[src/rtl/fetch_queue_if.sv]
// rtl/fetch_queue_if.sv - fetch-to-decode handshake bundle for the instruction queue
interface fetch_queue_if #(
  parameter int DEPTH = 4
) ();
  localparam int CW = $clog2(DEPTH) + 1;

  logic [31:0]   instruction_f;
  logic [31:0]   pc_f;
  logic          mem_valid_f;
  logic          full_f;
  logic          flush;
  logic          stall_d;
  logic [31:0]   instruction_d;
  logic [31:0]   pc_d;
  logic          valid_d;
  logic [CW-1:0] count;

  modport master (
    output instruction_f, pc_f, mem_valid_f, flush, stall_d,
    input  full_f, instruction_d, pc_d, valid_d, count
  );

  modport slave (
    input  instruction_f, pc_f, mem_valid_f, flush, stall_d,
    output full_f, instruction_d, pc_d, valid_d, count
  );
endinterface

[src/rtl/fetch_queue.sv]
// rtl/fetch_queue.sv - circular instruction FIFO between fetch and decode
module fetch_queue #(
  parameter int          DEPTH     = 4,
  parameter logic [31:0] NOP_INSTR = 32'h0000_0013
) (
  input  logic         clk,
  input  logic         rst,
  fetch_queue_if.slave bus
);
  localparam int PW = $clog2(DEPTH);
  localparam int CW = PW + 1;

  logic [63:0]   storage [DEPTH];
  logic [PW-1:0] wr_ptr;
  logic [PW-1:0] rd_ptr;
  logic [CW-1:0] count_q;
  logic          valid;
  logic          full;
  logic          push;
  logic          pop;

  assign valid = (count_q != '0);
  assign full  = (count_q == CW'(DEPTH));

  // A full queue still accepts a word when the head leaves in the same cycle.
  assign pop  = valid & ~bus.stall_d & ~bus.flush;
  assign push = bus.mem_valid_f & ~bus.flush & (~full | pop);

  assign bus.valid_d       = valid;
  assign bus.full_f        = full;
  assign bus.count         = count_q;
  assign bus.instruction_d = valid ? storage[rd_ptr][63:32] : NOP_INSTR;
  assign bus.pc_d          = valid ? storage[rd_ptr][31:0]  : 32'h0;

  always_ff @(posedge clk) begin
    if (rst) begin
      wr_ptr  <= '0;
      rd_ptr  <= '0;
      count_q <= '0;
    end else if (bus.flush) begin
      rd_ptr  <= wr_ptr;
      count_q <= '0;
    end else begin
      if (push) wr_ptr <= wr_ptr + 1'b1;
      if (pop)  rd_ptr <= rd_ptr + 1'b1;
      case ({push, pop})
        2'b10:   count_q <= count_q + 1'b1;
        2'b01:   count_q <= count_q - 1'b1;
        default: count_q <= count_q;
      endcase
    end
  end

  always_ff @(posedge clk) begin
    if (!rst && push) storage[wr_ptr] <= {bus.instruction_f, bus.pc_f};
  end

  a_count_bound : assert property (@(posedge clk) disable iff (rst)
    count_q <= CW'(DEPTH));

  a_ptr_count : assert property (@(posedge clk) disable iff (rst)
    (wr_ptr - rd_ptr) == count_q[PW-1:0]);
endmodule

[src/flat_wrapper.sv]
// flat-port wrapper written by rule: the top's interface ports become plain ports
module fetch_queue_flat 
#(
  parameter int          DEPTH     = 4,
  parameter logic [31:0] NOP_INSTR = 32'h0000_0013
)
  (clk, rst, bus_instruction_f, bus_pc_f, bus_mem_valid_f, bus_flush, bus_stall_d, bus_full_f, bus_instruction_d, bus_pc_d, bus_valid_d, bus_count);
  fetch_queue_if #(.DEPTH(DEPTH)) bus_i ();
  input  logic clk;
  input  logic rst;
  input wire logic [$bits(bus_i.instruction_f)-1:0] bus_instruction_f;
  input wire logic [$bits(bus_i.pc_f)-1:0] bus_pc_f;
  input wire logic [$bits(bus_i.mem_valid_f)-1:0] bus_mem_valid_f;
  input wire logic [$bits(bus_i.flush)-1:0] bus_flush;
  input wire logic [$bits(bus_i.stall_d)-1:0] bus_stall_d;
  output wire logic [$bits(bus_i.full_f)-1:0] bus_full_f;
  output wire logic [$bits(bus_i.instruction_d)-1:0] bus_instruction_d;
  output wire logic [$bits(bus_i.pc_d)-1:0] bus_pc_d;
  output wire logic [$bits(bus_i.valid_d)-1:0] bus_valid_d;
  output wire logic [$bits(bus_i.count)-1:0] bus_count;
  assign bus_i.instruction_f = bus_instruction_f;
  assign bus_i.pc_f = bus_pc_f;
  assign bus_i.mem_valid_f = bus_mem_valid_f;
  assign bus_i.flush = bus_flush;
  assign bus_i.stall_d = bus_stall_d;
  assign bus_full_f = bus_i.full_f;
  assign bus_instruction_d = bus_i.instruction_d;
  assign bus_pc_d = bus_i.pc_d;
  assign bus_valid_d = bus_i.valid_d;
  assign bus_count = bus_i.count;
  fetch_queue #(.DEPTH(DEPTH), .NOP_INSTR(NOP_INSTR)) u_core (.clk(clk), .rst(rst), .bus(bus_i));
endmodule
[config.mk]
export PLATFORM = sky130hd
export DESIGN_NAME = fetch_queue_flat
export DESIGN_NICKNAME = d
export VERILOG_FILES = /design/src/rtl/fetch_queue_if.sv /design/src/rtl/fetch_queue.sv /design/src/flat_wrapper.sv
export SDC_FILE = /design/constraint.sdc
export NUM_CORES = 1
export LEC_CHECK = 0
export ABC_AREA = 1
export CORE_ASPECT_RATIO = 1.4
export CORE_MARGIN = 1.5
export CORE_UTILIZATION = 31
export CTS_CLUSTER_DIAMETER = 100
export DETAILED_ROUTE_END_ITERATION = 10
export PLACE_DENSITY = 0.58
export SKIP_CTS_REPAIR_TIMING = 1
export SLEW_MARGIN = 20
export SYNTH_ARGS = -nofsm -noshare
export SYNTH_HDL_FRONTEND = slang
export SYNTH_SLANG_ARGS = --single-unit
[constraint.sdc]
create_clock -name clk -period 6.1 [get_ports clk]
set_clock_uncertainty 0.1 [all_clocks]
set_input_delay 1.22 -clock clk [delete_from_list [all_inputs] [get_ports clk]]
set_output_delay 1.22 -clock clk [all_outputs]
set_load 0.02 [all_outputs]
==> results.md <==
Pwr:
- The total power consumption of the routed design is roughly 4.0 mW.
- Power spread over the standard cell area amounts to slightly above 300 nW/um^2.
- The leakage power of the design is approximately 4.3 nW.
- VDD sags by at most ~0.00035 V.

Placement:
- Timing analysis after detailed placement gives a worst setup slack of 1.70 ns.
- The estimated wirelength of the detail-placed design is 13200 microns.
- The weighted congestion at the end of routability-driven global placement is ~0.7.
- The count of buffers added on input and output ports is 137.
- The placed instance count is 1374.
- Summing all placed instances gives a cell area of ~12000 sq um.

Layout:
- From synthesis to final layout, the design area changed by 25.7%.
- The total non-filler cell area in the finished layout is 13100 sq um.
- Counting the fill cells in the layout gives ~3200.
- Of the cells placed in the final design, the portion with a size suffix greater than 1 is between 6 and 7%.
- After the last flow step, the layout net total stands at 1032.
- The sequential cells in the finished layout cover a total of 7870 sq um.
- The multi-input combinational cells in the finished layout cover a total of about 2200 sq um.
- The count of cells in the finished layout, fillers not included, comes to 1422.

Route:
- The residual antenna-violating net count after detailed routing is 0.
- The number of design-rule violations left by the first detailed-router iteration is between 200 and 300.
- The mean number of vias per cell is about 4.6.
- In the routed design, unresolved DRC markers number 0.
- The iteration count of the initial detailed-routing pass is 5.
- Dividing the detail-routed wire length by the instance count gives 16.7 microns.
- Summed over all layers, the routed wires come to 23700 microns.
- Across all layers, the routed design uses around 6500 vias.

Critical path:
- The capture point of the worst path is bus_instruction_d[29].
- The worst register-to-register path has a setup slack of 3.64 ns.
- The worst reg2reg path startpoint is u_core.bus.count[0].
- The largest driver fanout on the critical path is 57.
- The cell with the largest stage delay on the worst path is clkdlybuf4s50_1.
- The cell count along the critical path is 6.
- The worst setup path is captured at an output port.
- The number of buffers and inverters on the critical path is 4.
- The setup path with the least slack is of type flop to output port.
- Among the stages of the critical path, the cell type that occurs most often is buf_4.
- On the worst path, the slowest cell contributes a delay of 0.67 ns.
- STA puts the critical path data required time at roughly 4.8 ns.
- The number of cells on the worst reg-to-reg path is 9.
- The worst register-to-register path ends at u_core.storage[0][23].
- Walking the worst path, the cells encountered are clkinv_2, buf_4, buf_4, o21ai_0, a21oi_1, clkdlybuf4s50_1.
- The worst setup path is launched from a flop.
- The gate family responsible for the most delay along the worst path is buffers and inverters.
- The endpoint arrival time on the critical path is roughly 3.6 ns.

Yosys:
- Yosys attributes the largest share of cell area to edfxtp_1 (74%), nor2_1 (9.7%), o21ai_0 (5.7%).
- Of the post-synthesis cell area, the dominant cell type holds roughly three quarters.
- The library cell with the largest summed area after synthesis is edfxtp_1.
- After synthesis the netlist holds a flip-flop and latch count of ~270.
- After synthesis, the mean cell area works out to around 13 sq um.
- The mapped netlist covers around 10000 sq um.
- The Yosys warning count is 0.
- Counting distinct cell types in the post-synthesis netlist gives 22.
- After synthesis, flip-flops and latches occupy roughly 75% of the total area.
- The number of cells produced by synthesis is ~830.
- The synthesized netlist net count is 900.

STA:
- The headroom to the max-slew limit is between 20% and 30%.
- The final number of max-transition violations came to 0.
- Setup repair after global routing left no endpoint under its margin.
- The minimum clock period is between 4 and 5 ns.
- Static timing analysis puts the maximum clock frequency at ~200 MHz.
- The final-report setup violation count is 0.
- The post-route worst setup slack is 1.22 ns.
- In the final timing run, aggregate negative setup slack is 0 ns.
- The worst path uses between 80% and 90% of the clock period.
- The final hold violation count is 0.
- The slew at the pin closest to its max-slew limit is roughly 1.1 ns.

Global route:
- The global-route wire length before repair is 35800 microns.
- The maximum number of pins on one net before global-route repair is approximately 100.
- For this run the aggregate overflow at the end of global routing stands at 0.
- For this run, the total global-route usage over all layers was measured as a little over an eighth.
- The initial antenna violation count is 2.
- The via count of the first global-routing pass was between 6000 and 7000.

Flow run:
- Max-cap violations in this run came to 0.

Clock tree:
- Buffers inserted during clock tree synthesis total 27.
- The cell at the root of the clock tree is clkbuf_16.
- The clock-pin slew on the worst setup and hold paths is about 0.060 ns.
- The clock reaches the later pin of the worst-skew pair after about 0.54 ns.
- The CTS tree is yes.
- In this run the number of H-tree levels came out at 1.
- The buffer depth of the longest clock path is 3.
- Clock tree synthesis found a total of between 200 and 300 sinks.

Floorplan:
- In this run the core area contains approximately 80 standard-cell rows.
- The effective utilization at floorplan is about a third.
- In this run the vertical extent of the chip is 220 microns.
- From left edge to right edge, the die measures roughly 160 microns.
- The die covers between 30000 and 40000 sq um.
- In this run the standard cell core region covers 33200 sq um.
- 138 I/O pins were placed.

Outcome:
- The flow ran to the end, and the final reports show no timing, DRC or antenna violations.

Hold path:
- The class of the tightest hold or removal check is flop to flop.
## worst min path at each step
stage	to	slack [ns]	startpoint	depth (start not counted)
finish	u_core.wr_ptr[1]	0.45	u_core.wr_ptr[1]	2
global route	u_core.wr_ptr[0]	0.47	u_core.wr_ptr[0]	2
CTS	flop	0.45	u_core.rd_ptr[0]	2
detailed placement	flop	0.43	u_core.rd_ptr[0]	2
global placement	u_core.wr_ptr[0]	0.43	u_core.wr_ptr[0]	2
floorplan	u_core.wr_ptr[0]	0.38	u_core.wr_ptr[0]	2
## through the flow
stage / hold WS (ns) / util [%]
6_report: 0.448 / 39.5
2_1_floorplan: 0.384 / -
5_1_grt: 0.466 / 39.5
3_5_place_dp: 0.431 / 36.7
3_3_place_gp: 0.428 / 36.7
4_1_cts: 0.445 / 39.5
## cell usage after synthesis
library cell,instances
buf_4,3
buf_1,6
nor2_1,268
o21ai_1,10
o311ai_0,3
o21bai_1,1
a21oi_1,65
nand2_2,1
dfxtp_1,9
edfxtp_1,256
inv_1,18
a31oi_1,1
ha_1,4
nand3_1,3
buf_2,10
clkbuf_1,15
buf_6,13
fa_1,1
nand2_1,13
o21ai_0,119
inv_2,4
nand4_1,3
## cells by family after synthesis
kind of cell | share of synthesized area (%)
AOI/OAI and AO/OA | 9.70
DFF | 75.5
buffers and inverters | 3.65
and+or+nand+nor | 10.5
adders and majority gates | 0.672
## sequential cells by signal (all words and copies together) (netlist names), named ones only
| register | flops |
|---|---|
| u_core.rd_ptr | 2 |
| u_core.bus.count | 3 |
| u_core.wr_ptr | 2 |
| u_core.storage | 256 |
## per-layer routing
layer	part of all wire, %	vias up	GRT usage, %
li1	-	3176	-
met1	40	3161	15.5
met2	53	137	25.9
met3	4.6	33	2.03
met4	2.3	2	5.11
met5	0.042	-	0
## worst min-delay path: cells and delay by family (launching register included)
| kind | cells | cell delay (ns) |
|---|---|---|
| buf+inv | 1 | 0.10 |
| flops | 1 | 0.34 |
| compound gates | 1 | 0.07 |
## report_power, final
group / internal [mW] / switching [mW] / leakage, nW
Combinational: 0.118 / 0.182 / 1.51
Clock: 1.02 / 0.655 / 0.445
Sequential: 2.02 / 0.00987 / 2.39
## cell type report
cell class,instances,area share (%)
multi-input cells,492,16.8
clock buffers,30,5.24
well taps,445,4.25
clock inverters,17,1.66
flip-flops and latches,265,60.1
repair buffers,150,11.3
inverters,22,0.640
diodes,1,0.0191
## placed cells by master, fill, tap and decap left out
cell type / Yosys / layout
clkbuf_16: 0 / 27
edfxtp_1: 256 / 256
a31oi_1: 1 / 1
buf_12: 0 / 1
fa_1: 1 / 1
o21ai_0: 119 / 119
clkbuf_1: 15 / 3
nand4_1: 3 / 3
nand3_1: 3 / 3
clkinv_2: 0 / 5
inv_6: 0 / 1
nor2_4: 0 / 4
dfxtp_2: 0 / 1
inv_2: 4 / 3
ha_1: 4 / 4
inv_1: 18 / 18
clkinv_4: 0 / 1
inv_8: 0 / 1
diode_2: 0 / 1
clkinv_1: 0 / 5
a21oi_1: 65 / 65
nand2_1: 13 / 13
nand2_2: 1 / 1
o21ai_1: 10 / 10
clkdlybuf4s50_1: 0 / 137
o21bai_1: 1 / 1
dfxtp_4: 0 / 1
bufinv_16: 0 / 5
nor2_1: 268 / 264
o311ai_0: 3 / 3
buf_4: 3 / 12
dfxtp_1: 9 / 7
(Power assumes the default switching activity.)
